File: src/rtl/esc_run_sequencer_if.sv
// Signal bundle between the ESC run sequencer and its surroundings: operator
// requests and ESC feedback in, ESC drive and status out.
interface esc_run_sequencer_if #(
    parameter int DATA_WIDTH = 16
);
    logic                  start;
    logic                  stop;
    logic                  clear_fault;
    logic [DATA_WIDTH-1:0] target_period;
    logic [DATA_WIDTH-1:0] period_speed;
    logic                  tuning_done;
    logic                  pwm_en;
    logic [DATA_WIDTH-1:0] period_reference;
    logic                  tuner_reset;
    logic                  override_internal_pid;
    logic                  fault;
    logic [2:0]            state;

    modport master (
        input  start, stop, clear_fault, target_period, period_speed, tuning_done,
        output pwm_en, period_reference, tuner_reset, override_internal_pid, fault, state
    );

    modport slave (
        output start, stop, clear_fault, target_period, period_speed, tuning_done,
        input  pwm_en, period_reference, tuner_reset, override_internal_pid, fault, state
    );
endinterface

File: src/rtl/esc_run_sequencer.sv
// Start-up sequencer for the BLDC ESC: idle, align, soft-start ramp, closed-loop
// run, brake and a latched stall fault driven by a speed-change watchdog.
module esc_run_sequencer #(
    parameter int                    DATA_WIDTH   = 16,
    parameter int                    CNT_WIDTH    = 24,
    parameter logic [DATA_WIDTH-1:0] START_PERIOD = 16'h4000,
    parameter int                    ALIGN_CYCLES = 1000,
    parameter int                    RAMP_DIV     = 256,
    parameter int                    RAMP_STEP    = 16,
    parameter int                    BRAKE_CYCLES = 2000,
    parameter logic [CNT_WIDTH-1:0]  STALL_CYCLES = 24'd1000000
) (
    input logic                 clk,
    input logic                 reset,
    esc_run_sequencer_if.master bus
);
    typedef enum logic [2:0] {
        IDLE  = 3'd0,
        ALIGN = 3'd1,
        RAMP  = 3'd2,
        RUN   = 3'd3,
        BRAKE = 3'd4,
        FAULT = 3'd5
    } state_t;

    localparam logic [CNT_WIDTH-1:0]  CNT_ONE    = 1;
    localparam logic [CNT_WIDTH-1:0]  ALIGN_LAST = CNT_WIDTH'(ALIGN_CYCLES - 1);
    localparam logic [CNT_WIDTH-1:0]  RAMP_LAST  = CNT_WIDTH'(RAMP_DIV - 1);
    localparam logic [CNT_WIDTH-1:0]  BRAKE_LAST = CNT_WIDTH'(BRAKE_CYCLES - 1);
    localparam logic [CNT_WIDTH-1:0]  STALL_LAST = STALL_CYCLES - CNT_ONE;
    localparam logic [DATA_WIDTH-1:0] STEP       = DATA_WIDTH'(RAMP_STEP);
    localparam logic [DATA_WIDTH:0]   STEP_WIDE  = (DATA_WIDTH + 1)'(RAMP_STEP);

    state_t                fsm_state;
    logic [CNT_WIDTH-1:0]  timer;
    logic [CNT_WIDTH-1:0]  stall_timer;
    logic [DATA_WIDTH-1:0] period_ref;
    logic [DATA_WIDTH-1:0] speed_prev;
    logic                  pwm_reg;
    logic                  tuner_reg;
    logic                  opid_reg;
    logic                  fault_reg;

    logic target_valid;
    logic speed_changed;
    logic watching;
    logic stall_hit;
    logic step_reaches;

    // The step test is done one bit wider so a reference near zero never wraps.
    always_comb begin
        target_valid  = (bus.target_period != '0) && !bus.target_period[DATA_WIDTH-1]
                        && (bus.target_period <= START_PERIOD);
        speed_changed = (bus.period_speed != speed_prev);
        watching      = (fsm_state == RAMP) || (fsm_state == RUN);
        stall_hit     = watching && !speed_changed && (stall_timer == STALL_LAST);
        step_reaches  = {1'b0, period_ref} <= ({1'b0, bus.target_period} + STEP_WIDE);
    end

    always_ff @(posedge clk) begin
        if (!reset) begin
            fsm_state   <= IDLE;
            timer       <= '0;
            stall_timer <= '0;
            period_ref  <= START_PERIOD;
            speed_prev  <= '0;
            pwm_reg     <= 1'b0;
            tuner_reg   <= 1'b0;
            opid_reg    <= 1'b1;
            fault_reg   <= 1'b0;
        end else begin
            speed_prev <= bus.period_speed;
            if (watching) begin
                stall_timer <= speed_changed ? '0 : stall_timer + CNT_ONE;
            end else begin
                stall_timer <= '0;
            end

            case (fsm_state)
                IDLE: begin
                    pwm_reg    <= 1'b0;
                    tuner_reg  <= 1'b0;
                    opid_reg   <= 1'b1;
                    period_ref <= START_PERIOD;
                    timer      <= '0;
                    if (bus.start && !bus.stop && target_valid) begin
                        fsm_state <= ALIGN;
                        pwm_reg   <= 1'b1;
                        tuner_reg <= 1'b1;
                    end
                end
                ALIGN: begin
                    if (bus.stop) begin
                        fsm_state  <= BRAKE;
                        pwm_reg    <= 1'b0;
                        tuner_reg  <= 1'b0;
                        period_ref <= START_PERIOD;
                        timer      <= '0;
                    end else if (timer == ALIGN_LAST) begin
                        fsm_state <= RAMP;
                        tuner_reg <= 1'b0;
                        timer     <= '0;
                    end else begin
                        timer <= timer + CNT_ONE;
                    end
                end
                RAMP: begin
                    if (stall_hit) begin
                        fsm_state  <= FAULT;
                        pwm_reg    <= 1'b0;
                        fault_reg  <= 1'b1;
                        period_ref <= START_PERIOD;
                        timer      <= '0;
                    end else if (bus.stop) begin
                        fsm_state  <= BRAKE;
                        pwm_reg    <= 1'b0;
                        period_ref <= START_PERIOD;
                        timer      <= '0;
                    end else if (bus.target_period >= period_ref) begin
                        fsm_state  <= RUN;
                        period_ref <= bus.target_period;
                        opid_reg   <= ~bus.tuning_done;
                        timer      <= '0;
                    end else if (timer == RAMP_LAST) begin
                        timer <= '0;
                        if (step_reaches) begin
                            fsm_state  <= RUN;
                            period_ref <= bus.target_period;
                            opid_reg   <= ~bus.tuning_done;
                        end else begin
                            period_ref <= period_ref - STEP;
                        end
                    end else begin
                        timer <= timer + CNT_ONE;
                    end
                end
                RUN: begin
                    if (stall_hit) begin
                        fsm_state  <= FAULT;
                        pwm_reg    <= 1'b0;
                        fault_reg  <= 1'b1;
                        opid_reg   <= 1'b1;
                        period_ref <= START_PERIOD;
                        timer      <= '0;
                    end else if (bus.stop || !target_valid) begin
                        fsm_state  <= BRAKE;
                        pwm_reg    <= 1'b0;
                        opid_reg   <= 1'b1;
                        period_ref <= START_PERIOD;
                        timer      <= '0;
                    end else if (bus.target_period > period_ref) begin
                        period_ref <= bus.target_period;
                        opid_reg   <= ~bus.tuning_done;
                    end else if (bus.target_period < period_ref) begin
                        // Speeding up re-enters the ramp from the present reference.
                        fsm_state   <= RAMP;
                        opid_reg    <= 1'b1;
                        timer       <= '0;
                        stall_timer <= '0;
                    end else begin
                        opid_reg <= ~bus.tuning_done;
                    end
                end
                BRAKE: begin
                    if (timer == BRAKE_LAST) begin
                        fsm_state <= IDLE;
                        timer     <= '0;
                    end else begin
                        timer <= timer + CNT_ONE;
                    end
                end
                FAULT: begin
                    if (bus.clear_fault && !bus.start) begin
                        fsm_state <= IDLE;
                        fault_reg <= 1'b0;
                    end
                end
                default: begin
                    fsm_state  <= IDLE;
                    pwm_reg    <= 1'b0;
                    tuner_reg  <= 1'b0;
                    opid_reg   <= 1'b1;
                    period_ref <= START_PERIOD;
                    timer      <= '0;
                end
            endcase
        end
    end

    assign bus.state                 = fsm_state;
    assign bus.pwm_en                = pwm_reg;
    assign bus.period_reference      = period_ref;
    assign bus.tuner_reset           = tuner_reg;
    assign bus.override_internal_pid = opid_reg;
    assign bus.fault                 = fault_reg;
endmodule

File: src/flat_wrapper.sv
// flat-port wrapper written by rule: the top's interface ports become plain ports
module esc_run_sequencer_flat 
#(
    parameter int                    DATA_WIDTH   = 16,
    parameter int                    CNT_WIDTH    = 24,
    parameter logic [DATA_WIDTH-1:0] START_PERIOD = 16'h4000,
    parameter int                    ALIGN_CYCLES = 1000,
    parameter int                    RAMP_DIV     = 256,
    parameter int                    RAMP_STEP    = 16,
    parameter int                    BRAKE_CYCLES = 2000,
    parameter logic [CNT_WIDTH-1:0]  STALL_CYCLES = 24'd1000000
)
  (clk, reset, bus_start, bus_stop, bus_clear_fault, bus_target_period, bus_period_speed, bus_tuning_done, bus_pwm_en, bus_period_reference, bus_tuner_reset, bus_override_internal_pid, bus_fault, bus_state);
  esc_run_sequencer_if #(.DATA_WIDTH(DATA_WIDTH)) bus_i ();
  input logic clk;
  input logic reset;
  input wire logic [$bits(bus_i.start)-1:0] bus_start;
  input wire logic [$bits(bus_i.stop)-1:0] bus_stop;
  input wire logic [$bits(bus_i.clear_fault)-1:0] bus_clear_fault;
  input wire logic [$bits(bus_i.target_period)-1:0] bus_target_period;
  input wire logic [$bits(bus_i.period_speed)-1:0] bus_period_speed;
  input wire logic [$bits(bus_i.tuning_done)-1:0] bus_tuning_done;
  output wire logic [$bits(bus_i.pwm_en)-1:0] bus_pwm_en;
  output wire logic [$bits(bus_i.period_reference)-1:0] bus_period_reference;
  output wire logic [$bits(bus_i.tuner_reset)-1:0] bus_tuner_reset;
  output wire logic [$bits(bus_i.override_internal_pid)-1:0] bus_override_internal_pid;
  output wire logic [$bits(bus_i.fault)-1:0] bus_fault;
  output wire logic [$bits(bus_i.state)-1:0] bus_state;
  assign bus_i.start = bus_start;
  assign bus_i.stop = bus_stop;
  assign bus_i.clear_fault = bus_clear_fault;
  assign bus_i.target_period = bus_target_period;
  assign bus_i.period_speed = bus_period_speed;
  assign bus_i.tuning_done = bus_tuning_done;
  assign bus_pwm_en = bus_i.pwm_en;
  assign bus_period_reference = bus_i.period_reference;
  assign bus_tuner_reset = bus_i.tuner_reset;
  assign bus_override_internal_pid = bus_i.override_internal_pid;
  assign bus_fault = bus_i.fault;
  assign bus_state = bus_i.state;
  esc_run_sequencer #(.DATA_WIDTH(DATA_WIDTH), .CNT_WIDTH(CNT_WIDTH), .START_PERIOD(START_PERIOD), .ALIGN_CYCLES(ALIGN_CYCLES), .RAMP_DIV(RAMP_DIV), .RAMP_STEP(RAMP_STEP), .BRAKE_CYCLES(BRAKE_CYCLES), .STALL_CYCLES(STALL_CYCLES)) u_core (.clk(clk), .reset(reset), .bus(bus_i));
endmodule
File: config.mk
export PLATFORM = sky130hd
export DESIGN_NAME = esc_run_sequencer_flat
export DESIGN_NICKNAME = d
export VERILOG_FILES = /design/src/rtl/esc_run_sequencer_if.sv /design/src/rtl/esc_run_sequencer.sv /design/src/flat_wrapper.sv
export SDC_FILE = /design/constraint.sdc
export NUM_CORES = 1
export LEC_CHECK = 0
export ABC_CLOCK_PERIOD_IN_PS = 3400
export CAP_MARGIN = 20
export CORE_ASPECT_RATIO = 1.2
export CORE_MARGIN = 5
export CORE_UTILIZATION = 35
export DETAILED_ROUTE_END_ITERATION = 12
export DONT_BUFFER_PORTS = 1
export MAX_ROUTING_LAYER = met4
export PLACE_DENSITY = 0.49
export SLEW_MARGIN = 40
export SYNTH_ARGS = -nofsm -noshare
export SYNTH_HDL_FRONTEND = slang
export SYNTH_SLANG_ARGS = --single-unit
File: constraint.sdc
create_clock -name clk -period 3.4 [get_ports clk]
set_input_delay 0.68 -clock clk [delete_from_list [all_inputs] [get_ports clk]]
set_output_delay 0.68 -clock clk [all_outputs]
set_load 0.005 [all_outputs]
# After elaboration in Yosys (flattened, before gate mapping)
# Index checks and enable logic that the tools add are counted.
[word_totals]
output_inout_bits = 23
in_bits = 38
ff_bits = 87
[classes]
add_sub_neg = 4
n_reduce_logical = 28
eq_ne = 26
n_bitwise = 5
mux = 66
order_cmp = 5
[ops]
columns = ["cell", "count"]
rows = [
  ["$mux 24", 18],
  ["$mux 16", 9],
  ["$pmux 24 s5", 1],
  ["$pmux 16 s4", 1],
  ["$add 24x1->24 const B", 2],
  ["$mux 3", 14],
  ["$eq 24x10->1 const B", 1],
  ["$eq 24x11->1 const B", 1],
  ["$eq 24x20->1 const B", 1],
  ["$eq 24x8->1 const B", 1],
  ["$mux 1", 18],
  ["$pmux 3 s6", 1],
  ["$add 16x5->17 const B", 1],
  ["$le 16x17->1", 1],
  ["$ge 16x16->1", 1],
  ["$gt 16x16->1", 1],
  ["$le 16x15->1 const B", 1],
  ["$lt 16x16->1", 1],
  ["$ne 16x16->1", 1],
  ["$reduce_bool 16->1", 1],
  ["$sub 16x5->16 const B", 1],
  ["$ne 4x3->1 const B", 3],
  ["$ne 3x2->1 const B", 3],
  ["$ne 2x1->1 const B", 4],
  ["other kinds (24)", 47],
]

# Logic depth before layout (Yosys ltp)
[logic_depth]
word_depth = 8
mapped_depth = 14

# Worst setup path before layout
# Ideal clock, no wire load.
[synth_path]
kind = "input -> register"
start = "in bus_target_period[4]"
end = "reg u_core.period_ref[7] (netlist: u_core.bus.period_reference[7])"
path_slack_ps = 85
t_required_ps = 3340
n_path_buf = 1
setup_time_ps = 60
path_stages = 14
arrival_time_ps = 3255
cell_sequence = "ha_1 > and4_1 > nand4_1 > xor2_1 > ha_1 > nand3_1 > nor3_1 > a221oi_1 > o31a_1 > a211oi_2 > nand2_2 > buf_2 > nor4_1 > a221o_1"
[synth_via]
elab_chain_cells = 8
word_cells_on_any_way = 21
[synth_rtl]
columns = ["element", "line", "source"]
rows = [
  ["from (decl)", "flat_wrapper.sv:20", "input wire logic [$bits(bus_i.target_period)-1:0] bus_target_period;"],
  ["$add 16x5->17 / $reduce_bool 16->1 (equally long branches)", "esc_run_sequencer.sv:57, esc_run_sequencer.sv:52", ""],
  ["$le 16x17->1 / $logic_and 1x1->1 (equally long branches)", "esc_run_sequencer.sv:57, esc_run_sequencer.sv:52", ""],
  ["$mux 16 / $logic_and 1x1->1 (equally long branches)", "esc_run_sequencer.sv:126, esc_run_sequencer.sv:53", ""],
  ["$mux 16 / $logic_not 1->1 (equally long branches)", "esc_run_sequencer.sv:124, esc_run_sequencer.sv:145", ""],
  ["$mux 16 / $logic_or 1x1->1 (equally long branches)", "esc_run_sequencer.sv:119, esc_run_sequencer.sv:145", ""],
  ["$mux 16, on equally long branches", "esc_run_sequencer.sv:114, esc_run_sequencer.sv:145", ""],
  ["$mux 16, on equally long branches", "esc_run_sequencer.sv:108, esc_run_sequencer.sv:138", ""],
  ["$pmux 16 s4", "esc_run_sequencer.sv:79", "case (fsm_state)"],
  ["to (signal assigned)", "esc_run_sequencer.sv:121", "period_ref <= bus.target_period;"],
  ["to (signal assigned)", "esc_run_sequencer.sv:128", "period_ref <= bus.target_period;"],
  ["to (signal assigned)", "esc_run_sequencer.sv:131", "period_ref <= period_ref - STEP;"],
  ["to (decl)", "esc_run_sequencer.sv:37", "logic [DATA_WIDTH-1:0] period_ref;"],
]
# Several ways; a longest one is shown, not always the timed one. The select of a mux whose other input is x is not followed.
# A chain may end at the register's enable or synchronous reset.

# Final worst setup path
[layout_path]
start = "in bus_target_period[4]"
end = "reg u_core.opid_reg (netlist: u_core.bus.override_internal_pid)"
[layout_via]
elab_chain_cells = 8
word_cells_on_any_way = 22
[layout_rtl]
columns = ["element", "line", "source"]
rows = [
  ["parallel branches: the longest is 8 deep, another holds $add 16x5->17", "-", ""],
  ["to (signal assigned)", "esc_run_sequencer.sv:129", "opid_reg <= ~bus.tuning_done;"],
  ["to (signal assigned)", "esc_run_sequencer.sv:153", "opid_reg <= ~bus.tuning_done;"],
  ["to (signal assigned)", "esc_run_sequencer.sv:161", "opid_reg <= ~bus.tuning_done;"],
  ["to (decl)", "esc_run_sequencer.sv:41", "logic opid_reg;"],
]
# Several ways; the timed one is not identified. The select of a mux whose other input is x is not followed.

==> metrics.txt <==
# TYPE chip_impl_metric gauge
chip_impl_metric{name="initialDrtViolationCount",unit=""} 160
chip_impl_info{name="critical-path-top-delay-family",value="simple AND/OR/NAND/NOR gates"} 1
chip_impl_metric{name="port_buffers",unit=""} 0
chip_impl_metric{name="worst_ep_arrival_time",unit="ns"} 3.27
chip_impl_metric{name="hold_violations",unit=""} 0
chip_impl_info{name="tritoncts",value="yes"} 1
chip_impl_info{name="critical-path-slowest-cell",value="sky130_fd_sc_hd__mux2_2"} 1
chip_impl_metric{name="critical_path_cell_count",unit=""} 14
chip_impl_metric{name="dpl.cell_count",unit=""} 854
chip_impl_metric{name="p_leak",unit="nW"} 2.286
chip_impl_metric{name="number_of_global_route_vias_before_repair",unit=""} 4591
chip_impl_metric{name="cells_after_synth",unit=""} 636
chip_impl_metric{name="cp_num_buf_inv",unit=""} 1
chip_impl_info{name="r2r-end",value="u_core.bus.state[1]"} 1
chip_impl_metric{name="hpwlAfterDp",unit="µm"} 11140
chip_impl_metric{name="die_height",unit="µm"} 144.7
chip_impl_info{name="hold_class",value="in -> reg"} 1
chip_impl_metric{name="cts_htree_levels",unit=""} 3
chip_impl_metric{name="setup_tns",unit="ns"} 0
chip_impl_metric{name="async_flop_share",unit="%"} 0
chip_impl_info{name="worstHoldStart",value="reset"} 1
chip_impl_info{name="cell_chain_of_the_critical_path",value="ha_1 -> and4_1 -> nand4_1 -> xor2_1 -> ha_1 -> nand3_1 -> nor3_1 -> a221oi_1 -> o31a_1 -> a211oi_2 -> buf_4 -> o21ai_0 -> mux2i_1 -> mux2_2"} 1
chip_impl_metric{name="total_clock_sinks",unit=""} 87
chip_impl_info{name="synth_largest_area_cell",value="sky130_fd_sc_hd__dfxtp_1"} 1
chip_impl_metric{name="io_pins",unit=""} 61
chip_impl_metric{name="critical-path-max-stage-delay",unit="ns"} 0.35
chip_impl_metric{name="antenna_found_initial",unit=""} 1
chip_impl_metric{name="min_path_cells",unit=""} 1
chip_impl_metric{name="fillers",unit=""} 1542
chip_impl_metric{name="drv_cap",unit=""} 0
chip_impl_metric{name="antenna_left",unit=""} 0
chip_impl_metric{name="die_area",unit="µm²"} 17700
chip_impl_info{name="worstSetupStartpointType",value="input port"} 1
chip_impl_metric{name="mappedNetlistArea",unit="µm²"} 5295
chip_impl_metric{name="peak_supply_drop",unit="mV"} 0.2307
chip_impl_metric{name="critical_path_required",unit="ns"} 3.62
chip_impl_metric{name="globalRouteOverflowTotal",unit=""} 0
chip_impl_metric{name="sequential_cell_area_in_the_final_layout",unit="µm²"} 1742
chip_impl_info{name="netlist_top_cells_area",value="sky130_fd_sc_hd__dfxtp_1, sky130_fd_sc_hd__ha_1, sky130_fd_sc_hd__xnor2_1"} 1
chip_impl_info{name="rsz0062_at_grt",value="false"} 1
chip_impl_metric{name="numCtsBuffers",unit=""} 9
chip_impl_metric{name="slew_violations",unit=""} 0
chip_impl_metric{name="vias_per_cell",unit=""} 5.259
chip_impl_metric{name="place.gp.congestion",unit=""} 0.9256
chip_impl_metric{name="clkSlewWorstSetupHoldPaths",unit="ns"} 0.07
chip_impl_metric{name="final_critical_path_share_of_the_clock_period",unit="%"} 89.68
chip_impl_metric{name="ys.warnings.count",unit=""} 0
chip_impl_metric{name="ys_seq_area_share",unit="%"} 32.89
chip_impl_metric{name="wl",unit="µm"} 14110
chip_impl_metric{name="grt_util_all_layers",unit="%"} 16.97
chip_impl_metric{name="detailedRoute.firstPassIterationCount",unit=""} 4
chip_impl_info{name="critical_path_class",value="in -> reg"} 1
chip_impl_metric{name="synthesis.nets",unit=""} 711
chip_impl_metric{name="timing.final.setup_violations",unit=""} 0
chip_impl_metric{name="timing_worst_slew_pin_value",unit="ns"} 0.7089
chip_impl_metric{name="floorplan.initialDensity",unit="%"} 35.54
chip_impl_metric{name="cp_max_fo",unit=""} 6
chip_impl_metric{name="drc",unit=""} 0
chip_impl_metric{name="route.detailed.wl_per_inst",unit="µm"} 16.20
chip_impl_metric{name="post-cts-setup-buffers",unit=""} 0
chip_impl_metric{name="post_cts_resize_count",unit=""} 0
chip_impl_metric{name="timing.reg2reg.setup_slack",unit="ns"} 0.48
chip_impl_metric{name="final_period_minus_worst_setup_slack",unit="ns"} 3.049
chip_impl_metric{name="synth_edf_count",unit=""} 0
chip_impl_metric{name="insertion_delay",unit="ns"} 0.35
chip_impl_metric{name="core_area",unit="µm²"} 14900
chip_impl_metric{name="ctsHoldBuffers",unit=""} 0
chip_impl_metric{name="grt_pass1_wl",unit="µm"} 23180
chip_impl_info{name="registers_with_the_most_flip_flops",value="u_core.stall_timer (24), u_core.timer (24)"} 1
chip_impl_metric{name="cts_buffer_depth",unit=""} 2
chip_impl_metric{name="multiInputGateArea",unit="µm²"} 3361
chip_impl_metric{name="grt_max_degree",unit=""} 35
chip_impl_metric{name="synth-seq-cells",unit=""} 87
chip_impl_metric{name="synthesis.area_per_instance",unit="µm²"} 8.326
chip_impl_metric{name="synth_top_cell_area_share",unit="%"} 32.89
chip_impl_metric{name="floorplan.rows",unit=""} 49
chip_impl_info{name="cp_common_cell",value="sky130_fd_sc_hd__ha_1"} 1
chip_impl_info{name="end_kind",value="flop"} 1
chip_impl_metric{name="final_layout_size_suffix_gt1_share",unit="%"} 9.309
chip_impl_info{name="ctsRootBufferMaster",value="sky130_fd_sc_hd__clkbuf_16"} 1
chip_impl_metric{name="layout_skew",unit="ns"} 0.01358
chip_impl_metric{name="rr_worst_depth",unit=""} 10
chip_impl_metric{name="synth_cell_type_count",unit=""} 60
chip_impl_metric{name="final_nets",unit=""} 736
chip_impl_info{name="r2r-start",value="u_core.bus.period_reference[9]"} 1
chip_impl_metric{name="final_cell_count_no_fill",unit=""} 871
chip_impl_info{name="outcome",value="completed"} 1
chip_impl_metric{name="die_w",unit="µm"} 122.3
chip_impl_metric{name="timing.max_slew.rel_slack",unit="%"} 52.31
chip_impl_metric{name="vias",unit=""} 4581
chip_impl_metric{name="area.growth.synth_to_final",unit="%"} 15.12
chip_impl_info{name="holdPathEnd",value="u_core.bus.period_reference[14]"} 1
chip_impl_info{name="postSynth.topFlopCell",value="sky130_fd_sc_hd__dfxtp_1"} 1
chip_impl_metric{name="achievable-frequency",unit="GHz"} 0.3280
chip_impl_metric{name="power.density",unit="nW/µm²"} 466.2
==> layout make-up <==
class	instances	area share, %
inverters	37	2.278
multi-input cells	495	55.13
clock buffers	9	3.695
diodes	1	0.04105
well taps	204	4.187
flip-flops and latches	87	28.57
clock inverters	7	2.073
repair buffers	31	4.023
==> layer usage <==
layer	global-route usage, %	vias to the layer above	wire length (µm)
met2	29.07	81	7032
met4	6.722	0	389
met1	19.04	2181	5934
met5	-	-	0
li1	-	2295	-
met3	4.121	24	753
==> cells in the final DEF, fill, tap and decap left out, types with 3 or more instances in the layout <==
master / netlist / routed
sky130_fd_sc_hd__dfxtp_1: 87 / 87
sky130_fd_sc_hd__a21o_1: 4 / 4
sky130_fd_sc_hd__mux2i_1: 14 / 14
sky130_fd_sc_hd__o21ai_0: 21 / 21
sky130_fd_sc_hd__nand4_1: 23 / 23
sky130_fd_sc_hd__a21oi_1: 19 / 19
sky130_fd_sc_hd__and2_1: 24 / 24
sky130_fd_sc_hd__a211o_1: 3 / 3
sky130_fd_sc_hd__nor2_1: 71 / 71
sky130_fd_sc_hd__nor4b_1: 4 / 4
sky130_fd_sc_hd__a221o_1: 7 / 7
sky130_fd_sc_hd__and3_1: 16 / 16
sky130_fd_sc_hd__nor2b_1: 3 / 3
sky130_fd_sc_hd__nor4_1: 12 / 12
sky130_fd_sc_hd__nand2b_1: 8 / 8
sky130_fd_sc_hd__a21boi_0: 4 / 4
sky130_fd_sc_hd__xnor2_1: 44 / 44
sky130_fd_sc_hd__xor2_1: 26 / 26
sky130_fd_sc_hd__buf_4: 0 / 30
sky130_fd_sc_hd__or3_1: 6 / 6
sky130_fd_sc_hd__inv_1: 37 / 37
sky130_fd_sc_hd__nand2_1: 58 / 58
sky130_fd_sc_hd__a211oi_1: 4 / 3
sky130_fd_sc_hd__clkbuf_16: 0 / 9
sky130_fd_sc_hd__and4_1: 4 / 4
sky130_fd_sc_hd__nand3_1: 26 / 26
sky130_fd_sc_hd__o221ai_1: 6 / 6
sky130_fd_sc_hd__bufinv_16: 0 / 3
sky130_fd_sc_hd__ha_1: 37 / 37
sky130_fd_sc_hd__nor3_1: 10 / 10
==> worst max-delay path by stage <==
stage | start | endpoint | slack [ns]
2_1_floorplan | bus_target_period[4] | u_core.bus.period_reference[7] | 0.08
3_3_place_gp | bus_target_period[8] | u_core.bus.override_internal_pid | 0.03
3_5_place_dp | bus_target_period[8] | u_core.bus.override_internal_pid | 0.008
4_1_cts | bus_target_period[8] | u_core.bus.override_internal_pid | 0.36
5_1_grt | bus_target_period[8] | u_core.bus.period_reference[9] | 0.1
6_report | bus_target_period[4] | u_core.bus.override_internal_pid | 0.35
==> Yosys cell counts, types with 3 or more instances <==
| cell | count |
|---|---|
| sky130_fd_sc_hd__a21o_1 | 4 |
| sky130_fd_sc_hd__a211oi_1 | 4 |
| sky130_fd_sc_hd__inv_1 | 37 |
| sky130_fd_sc_hd__nand4_1 | 23 |
| sky130_fd_sc_hd__and4_1 | 4 |
| sky130_fd_sc_hd__nor2b_1 | 3 |
| sky130_fd_sc_hd__nor3_1 | 10 |
| sky130_fd_sc_hd__mux2i_1 | 14 |
| sky130_fd_sc_hd__nand2_1 | 58 |
| sky130_fd_sc_hd__xnor2_1 | 44 |
| sky130_fd_sc_hd__nor4_1 | 12 |
| sky130_fd_sc_hd__dfxtp_1 | 87 |
| sky130_fd_sc_hd__or3_1 | 6 |
| sky130_fd_sc_hd__ha_1 | 37 |
| sky130_fd_sc_hd__nor2_1 | 71 |
| sky130_fd_sc_hd__nand2b_1 | 8 |
| sky130_fd_sc_hd__a21oi_1 | 19 |
| sky130_fd_sc_hd__and2_1 | 24 |
| sky130_fd_sc_hd__nor4b_1 | 4 |
| sky130_fd_sc_hd__and3_1 | 16 |
| sky130_fd_sc_hd__clkbuf_1 | 15 |
| sky130_fd_sc_hd__o21ai_0 | 21 |
| sky130_fd_sc_hd__xor2_1 | 26 |
| sky130_fd_sc_hd__o221ai_1 | 6 |
| sky130_fd_sc_hd__a221o_1 | 7 |
| sky130_fd_sc_hd__a21boi_0 | 4 |
| sky130_fd_sc_hd__a211o_1 | 3 |
| sky130_fd_sc_hd__nand3_1 | 26 |
==> cells by family after synthesis <==
| group | Yosys count | share of synthesized area (%) |
|---|---|---|
| muxes | 16 | 3.072 |
| adders and majority gates | 37 | 8.743 |
| xor gates and xnor gates | 70 | 11.58 |
| and+or+nand+nor | 280 | 27.53 |
| AOI/OAI and AO/OA | 92 | 12.31 |
| buffers and inverters | 54 | 3.875 |
| DFF | 87 | 32.89 |
==> power breakdown <==
group | switching (mW) | internal, mW
clock network | 0.430 | 0.727
logic | 0.321 | 0.243
registers | 0.0620 | 1.06
==> through the flow <==
| stage | area [µm²] | hold WS, ns | utilization (%) | setup WS (ns) | power [mW] |
|---|---|---|---|---|---|
| after floorplan | 5295 | 0.4261 | - | 0.08483 | 1.535 |
| after global placement | 5737 | 0.4426 | 38.51 | 0.03302 | 1.701 |
| after detailed placement | 5737 | 0.4636 | 38.51 | 0.007550 | 1.710 |
| after CTS | 6088 | 0.4108 | 40.87 | 0.3558 | 2.882 |
| after global routing | 6096 | 0.4120 | 40.92 | 0.09815 | 2.993 |
| final | 6096 | 0.4252 | 40.92 | 0.3508 | 2.842 |
(Power assumes the default switching activity.)
